File: config.mk
export PLATFORM = sky130hd
export DESIGN_NAME = writeback_unit
export DESIGN_NICKNAME = d
export VERILOG_FILES = /design/src/rtl/writeback_unit_pkg.sv /design/src/rtl/writeback_pipeline_unit.sv /design/src/rtl/writeback_unit.sv
export SDC_FILE = /design/constraint.sdc
export NUM_CORES = 1
export LEC_CHECK = 0
export CORE_ASPECT_RATIO = 1.75
export CORE_MARGIN = 2
export CORE_UTILIZATION = 55
export CTS_CLUSTER_DIAMETER = 50
export DETAILED_ROUTE_END_ITERATION = 6
export DONT_BUFFER_PORTS = 1
export GPL_ROUTABILITY_DRIVEN = 0
export GPL_TIMING_DRIVEN = 0
export HOLD_SLACK_MARGIN = 0.03
export PLACE_DENSITY = 0.7
export RECOVER_POWER = 25
export SYNTH_ARGS = -nofsm -noshare
export SYNTH_HDL_FRONTEND = slang
export SYNTH_SLANG_ARGS = --single-unit
File: constraint.sdc
create_clock -name clk -period 2.2 [get_ports clk]
set_clock_uncertainty 0.2 [all_clocks]
set_input_delay 0 -clock clk [delete_from_list [all_inputs] [get_ports clk]]
set_output_delay 0 -clock clk [all_outputs]
set_load 0.02 [all_outputs]
File: src/rtl/writeback_unit_pkg.sv
// Shared CPU definitions used by the write-back stage and the memory stage.
// Holds instruction field positions, the bubble encoding, register-file
// port-2 select encodings, the write-back FSM state type and the
// memory-class decode helpers.
package writeback_unit_pkg;

  // Instruction field positions
  localparam int COND_HI   = 31;
  localparam int COND_LO   = 28;
  localparam int OPCODE_HI = 27;
  localparam int OPCODE_LO = 21;
  localparam int RN_HI     = 19;
  localparam int RN_LO     = 16;
  localparam int RD_HI     = 15;
  localparam int RD_LO     = 12;

  // Bubble instruction: cond field 1111 marks "never execute"
  localparam logic [31:0] NOP_INSTR  = 32'hF000_0000;
  localparam logic [3:0]  COND_NEVER = 4'hF;

  // Register-file port 2 select encodings (10 and 11 are unused)
  typedef enum logic [1:0] {
    W_ADDR_RD = 2'b00,
    W_ADDR_RN = 2'b01
  } w_addr_sel_t;

  typedef enum logic [1:0] {
    W_DATA_MEM = 2'b00,
    W_DATA_ALU = 2'b01
  } w_data_sel_t;

  // Write-back FSM states; WB_BASE is the second write of a post-indexed LDR
  typedef enum logic {
    WB_IDLE = 1'b0,
    WB_BASE = 1'b1
  } wb_state_t;

  // Memory class: opcode 11xxxxx or 1000xxx
  function automatic logic is_mem(input logic [6:0] opcode);
    return (opcode[6:5] == 2'b11) || (opcode[6:3] == 4'b1000);
  endfunction

  function automatic logic is_str(input logic [6:0] opcode);
    return opcode[4];
  endfunction

  // P: pre-indexed (1) / post-indexed (0)
  function automatic logic p_bit(input logic [6:0] opcode);
    return opcode[2];
  endfunction

  // U: add (1) / subtract (0) offset
  function automatic logic u_bit(input logic [6:0] opcode);
    return opcode[1];
  endfunction

  // W: write-back of the computed address
  function automatic logic w_bit(input logic [6:0] opcode);
    return opcode[0];
  endfunction

endpackage

File: src/rtl/writeback_pipeline_unit.sv
// Stall-holdable pipeline register between the memory stage and write-back.
// Captures the instruction and its branch-path tag on every clock unless
// hold is high, and exposes the decoded fields of the held instruction.
// Ports:
//   clk, rst_n         clock, asynchronous active-low reset
//   hold               keep the current contents this cycle
//   instr_in/branch_in instruction and tag from the memory stage
//   instr_q/tag_q      held instruction and tag
//   cond/opcode/rn/rd  decoded fields of instr_q
module writeback_pipeline_unit
  import writeback_unit_pkg::*;
(
  input  logic        clk,
  input  logic        rst_n,
  input  logic        hold,
  input  logic [31:0] instr_in,
  input  logic        branch_in,
  output logic [31:0] instr_q,
  output logic        tag_q,
  output logic [3:0]  cond,
  output logic [6:0]  opcode,
  output logic [3:0]  rn,
  output logic [3:0]  rd
);

  always_ff @(posedge clk or negedge rst_n) begin
    if (!rst_n) begin
      instr_q <= NOP_INSTR;
      tag_q   <= 1'b0;
    end else if (!hold) begin
      instr_q <= instr_in;
      tag_q   <= branch_in;
    end
  end

  assign cond   = instr_q[COND_HI:COND_LO];
  assign opcode = instr_q[OPCODE_HI:OPCODE_LO];
  assign rn     = instr_q[RN_HI:RN_LO];
  assign rd     = instr_q[RD_HI:RD_LO];

endmodule

File: src/rtl/writeback_unit.sv
// Write-back controller: final stage of the pipelined CPU.
// Squashes instructions from a stale branch path and drives register-file
// write port 2 for load results and post-indexed base updates. A
// post-indexed LDR needs two writes (rd, then rn), so the FSM spends one
// extra cycle in WB_BASE and stalls upstream for the first of the two.
// Ports:
//   clk, rst_n          clock, asynchronous active-low reset
//   instr_in, branch_in instruction and branch tag from the memory stage
//   branch_ref_global   current branch reference
//   w_en2               port-2 write enable
//   sel_w_addr2         00 = rd, 01 = rn
//   sel_w_data2         00 = memory read data, 01 = registered ALU result
//   stall_out           hold upstream pipeline registers and PC
//   rd, rn              fields of the held instruction, for forwarding
//   instr_output        held instruction, or the bubble when squashed
//   wb_busy             high while in WB_BASE (exposes the FSM state)
module writeback_unit
  import writeback_unit_pkg::*;
(
  input  logic        clk,
  input  logic        rst_n,
  input  logic [31:0] instr_in,
  input  logic        branch_in,
  input  logic        branch_ref_global,
  output logic        w_en2,
  output logic [1:0]  sel_w_addr2,
  output logic [1:0]  sel_w_data2,
  output logic        stall_out,
  output logic [3:0]  rd,
  output logic [3:0]  rn,
  output logic [31:0] instr_output,
  output logic        wb_busy
);

  wb_state_t   state, state_nxt;
  logic        stall;
  logic [31:0] instr_q;
  logic        tag_q;
  logic [3:0]  cond;
  logic [6:0]  opcode;
  logic        valid;

  writeback_pipeline_unit u_pipe (
    .clk       (clk),
    .rst_n     (rst_n),
    .hold      (stall),
    .instr_in  (instr_in),
    .branch_in (branch_in),
    .instr_q   (instr_q),
    .tag_q     (tag_q),
    .cond      (cond),
    .opcode    (opcode),
    .rn        (rn),
    .rd        (rd)
  );

  assign valid = (cond != COND_NEVER) && (tag_q == branch_ref_global);

  always_ff @(posedge clk or negedge rst_n) begin
    if (!rst_n) state <= WB_IDLE;
    else        state <= state_nxt;
  end

  always_comb begin
    state_nxt   = state;
    w_en2       = 1'b0;
    sel_w_addr2 = W_ADDR_RD;
    sel_w_data2 = W_DATA_MEM;
    stall       = 1'b0;
    wb_busy     = 1'b0;
    case (state)
      WB_IDLE: begin
        if (valid && is_mem(opcode)) begin
          if (!is_str(opcode)) begin
            // LDR: load result to rd; post-indexed also needs the base write
            w_en2 = 1'b1;
            if (!p_bit(opcode)) begin
              stall     = 1'b1;
              state_nxt = WB_BASE;
            end
          end else if (!p_bit(opcode)) begin
            // Post-indexed STR: base update only
            w_en2       = 1'b1;
            sel_w_addr2 = W_ADDR_RN;
            sel_w_data2 = W_DATA_ALU;
          end
        end
      end
      WB_BASE: begin
        // Instruction already committed by the first write: ignore the tag
        w_en2       = 1'b1;
        sel_w_addr2 = W_ADDR_RN;
        sel_w_data2 = W_DATA_ALU;
        wb_busy     = 1'b1;
        state_nxt   = WB_IDLE;
      end
    endcase
  end

  assign stall_out    = stall;
  assign instr_output = valid ? instr_q : NOP_INSTR;

endmodule

Yosys cells after proc, flatten, opt, wreduce, memory -nomap -nowiden
Cells that the tools add are included.

word-level totals
  register bits = 34
  ROM bits = 0
  logic and storage cells = 25
  memory bits (writable) = 0
  output and inout port bits = 47
  memories kept = 0
  latch bits = 0
  input bits = 36

cells by class
  reduce and logical (&&, ||, !) cells = 3
  $add $sub $neg = 0
  $lt $le $gt $ge = 0
  shifts and indexed selects = 0
  bitwise logic cells = 1
  multipliers = 0
  multiplexer cells = 14
  div/mod/pow operators = 0
  equality and inequality tests = 4

operators with widths
  cell                                        number
  32-bit two-way mux                          1
  1-bit two-way mux                           10
  4-bit equality test, second input constant  1
  4-bit != test, second input constant        1
  1-bit one-hot mux with 2 select lines       2
  2-bit one-hot mux with 2 select lines       1
  2-bit equality test, second input constant  1
  1-bit logical AND                           2
  1-bit equality test                         1
  1-bit logical OR                            1
  1-bit inverter                              1

Depth between registers and ports, before layout
  depth after elaboration = 5
  gate-level depth with buffers = 6
  gate-level depth less buffers = 4

Cells and area by module
A second synthesis with hierarchy kept.

second synthesis, totals
  cell total of the unflattened synthesis = 139
  area total of the unflattened synthesis = 1915.6 um2

by module, submodules not included
  module                   cells each  area an instance (um2)  sequential area each (um2)  instances
  writeback_pipeline_unit  89          1529.0                  830.8                       1
  writeback_unit           50          386.6                   25.0                        1

Worst setup path after synthesis
Ideal clock, no wire load.

  kind = flip-flop to output port
  from = reg u_pipe.tag_q
  to = out sel_w_data2[0]
  arrival time = 1743 ps
  slack = 257 ps
  buffers on the path = 2
  stages on the path, launching flop included = 7
  cells stage by stage = dfrtp_1 -> xor2_1 -> a41oi_1 -> clkbuf_1 -> and2_1 -> a41o_1 -> buf_4

between the ends
  word-level cells in the longest chain between the ends = 5

ends and longest elaborated chain
  item                                   RTL line                       source
  start: declaration                     writeback_pipeline_unit.sv:19  output logic tag_q,
  start signal: assignment               writeback_pipeline_unit.sv:32  tag_q <= branch_in;
  1-bit equality test                    writeback_unit.sv:57           assign valid = (cond != COND_NEVER) && (tag_q == branch_ref_global);
  1-bit logical AND                      writeback_unit.sv:57
  1-bit logical AND                      writeback_unit.sv:73           if (valid && is_mem(opcode)) begin
  1-bit two-way mux                      -
  2-bit one-hot mux with 2 select lines  -
  end: declaration                       writeback_unit.sv:27           output logic [1:0] sel_w_data2,

No other way between the ends. The select of a mux whose other input is x is not followed.

Worst setup path after layout
Ends and elaborated chain as after synthesis.

==> results.sh <==
export IMPL_status="completed"
export IMPL_viasPerCell=5.037
export IMPL_vias=1098
export IMPL_max_freq_mhz=481.8
export IMPL_numCtsBuffers=5
export IMPL_cp_end_kind="output pin"
export IMPL_p_per_area_nw_per_um2=675.9
export IMPL_critPathMaxFanout=5
export IMPL_grt_pass1_vias=1230
export IMPL_dr_wl_met2_mm=1.902
export IMPL_fin_cells=218
export IMPL_start_util_pct=56.32
export IMPL_drive_above_1_share_pct=40.00
export IMPL_met1_length_mm=1.251
export IMPL_syn_area_um2=1750
export IMPL_wl_mm=3.492
export IMPL_yosys_warnings=0
export IMPL_ir_drop_uv=662.0
export IMPL_die_w_um=46.65
export IMPL_overflow=0
export IMPL_area_growth_pct=30.81
export IMPL_synth_top_area_share_pct=42.89
export IMPL_synth_cell_types=22
export IMPL_path_clk_slew_ps=60
export IMPL_final_cell_mix="dlygate4sd3_1, dfrtp_1, and2_1, mux2_4, buf_4"
export IMPL_rows=27
export IMPL_maxCapViolCount=0
export IMPL_fp_dieH_um=78.63
export IMPL_cp_arrival_ps=1880
export IMPL_path_class="reg2out"
export IMPL_ys_seq_area_share_pct=48.89
export IMPL_clock_path_buffers=2
export IMPL_layout_commonest_cell="dlygate4sd3_1"
export IMPL_maxSlewHeadroom_pct=51.51
export IMPL_syn_avg_cell_area_um2=13.57
export IMPL_finalSetupViolations=0
export IMPL_tightest_slew_ps=727.4
export IMPL_synthTopCellsByArea="dfrtp_1, mux2_4, and2_1"
export IMPL_antenna_found_initial=0
export IMPL_syn_inst=129
export IMPL_slew_viol_final=0
export IMPL_num_antenna_cells=0
export IMPL_startpoint_type="flop"
export IMPL_synth_seq_cells=34
export IMPL_ant_nets=0
export IMPL_drc=0
export IMPL_pin_count=83
export IMPL_track_usage_pct=21.76
export IMPL_fp_dieArea_um2=3668
export IMPL_wl_per_cell_um=16.02
export IMPL_layout_min_cycle_time_ps=2075
export IMPL_worst_hold_path_type="in2async"
export IMPL_portBuffers=0
export IMPL_drt_iter0_drc=10
export IMPL_dp_cells=173
export IMPL_yosysTopAreaCell="dfrtp_1"
export IMPL_rsz0062_at_grt="false"
export IMPL_tns_ps=0
export IMPL_cts_root_buffer="clkbuf_8"
export IMPL_core_area_um2=3108
export IMPL_cts_tree="yes"
export IMPL_p_leak_nw=1.034
export IMPL_worstPathRequired_ps=2000
export IMPL_clkLatencyLatePin_ps=280
export IMPL_h_tree_depth=2
export IMPL_hold_violations=0
export IMPL_wl_met3_um=259
export IMPL_fin_crit_sh_pct=94.33
export IMPL_grt_first_pass_wirelength_mm=5.754
export IMPL_drt_pass1_iter_count=4
export IMPL_top_layer_used="met4"
export IMPL_r2r_cells=5
export IMPL_cts_sinks=34
export IMPL_fin_nets=210
export IMPL_hpwlAfterDp_mm=2.232
export IMPL_grt_start_max_net_pins=31
## synthesized netlist by cell type, drive strengths merged
cell / number
or2: 5
nor2b: 2
a21o: 1
nand2: 2
o21ai: 1
dfrtp: 30
a2111oi: 1
and3: 1
inv: 2
dfstp: 4
xor2: 1
conb: 1
a41o: 1
clkbuf: 3
and2: 28
a41oi: 1
buf: 15
mux2: 30
## path summary, 6_finish.rpt
path | startpoint | to | slack, ps
setup / recovery | u_pipe.tag_q | sel_w_data2[0] | 120
hold / removal | rst_n | u_pipe.instr_q[31] | 160
setup reg to reg | state | u_pipe.instr_q[8] | 210
hold reg to reg | u_pipe.instr_q[20] | u_pipe.instr_q[20] | 300
max in group asynchronous | rst_n | u_pipe.instr_q[4] | 900
min in group clk | instr_in[27] | u_pipe.instr_q[27] | 170
## what timing repair did
action / 4_1_cts / 5_1_grt
endpoints found under the setup margin: 23 / 3
hold buffers: 36 / 0
gates resized for setup: 6 / 4
pin swaps: 0 / 0
hold endpoints to repair: 67 / 0
setup buffers: 1 / 0
## state kept, by name, indices dropped and copies added (netlist names)
| register | cells |
|---|---|
| u_pipe.instr_q | 32 |
| u_pipe.tag_q | 1 |
| state | 1 |
## power by group
part	internal, mW	switching [mW]
Clock	0.252	0.217
Combinational	0.173	0.200
Sequential	0.673	0.0330
Total	1.10	0.450
## cell type report
class                   count  area, µm²
plain buffers              18      165.2
clock buffers               7      86.33
clock inverters             1      5.005
fillers                   224      818.3
inverters                   2      7.507
multi-input cells          76      759.5
flip-flops and latches     34      855.8
well taps                  43      53.80
repair buffers             37      356.6
## per-layer routing
layer,vias to the layer above,track usage [%]
met3,6,5.287
met1,539,25.95
met2,55,35.83
met5,-,0
li1,498,-
met4,0,9.167
## worst max-delay path, stage by stage (launching register included)
cell and delay (ps):
dfrtp_1 410, xor2_2 180, a41oi_2 190, clkbuf_4 190, and2_4 190, a41o_4 270
buf_4 150
## kinds of logic after synthesis
kind of cell	Yosys count	share of synthesized area [%]
AND/OR/NAND/NOR	38	13.30
flip-flops	34	48.89
XOR/XNOR	1	0.5004
buffers and inverters	20	9.578
other	1	0.2142
AO/OA/AOI/OAI	5	2.644
multiplexers	30	24.87
## stage by stage
step	instance area (µm²)	utilization, %	total power [mW]	hold slack (ps)	setup slack, ps
6_report	2290	73.67	1.548	164.4	124.6
5_1_grt	2290	73.67	1.624	182.8	12.76
4_1_cts	2308	74.28	1.564	54.94	36.93
3_5_place_dp	1808	58.17	1.014	-494.6	-35.30
3_3_place_gp	1808	58.17	1.007	-494.9	-5.182
2_1_floorplan	1754	-	0.9777	-495.6	256.8
Note: power is estimated with default switching activity, not from simulation.
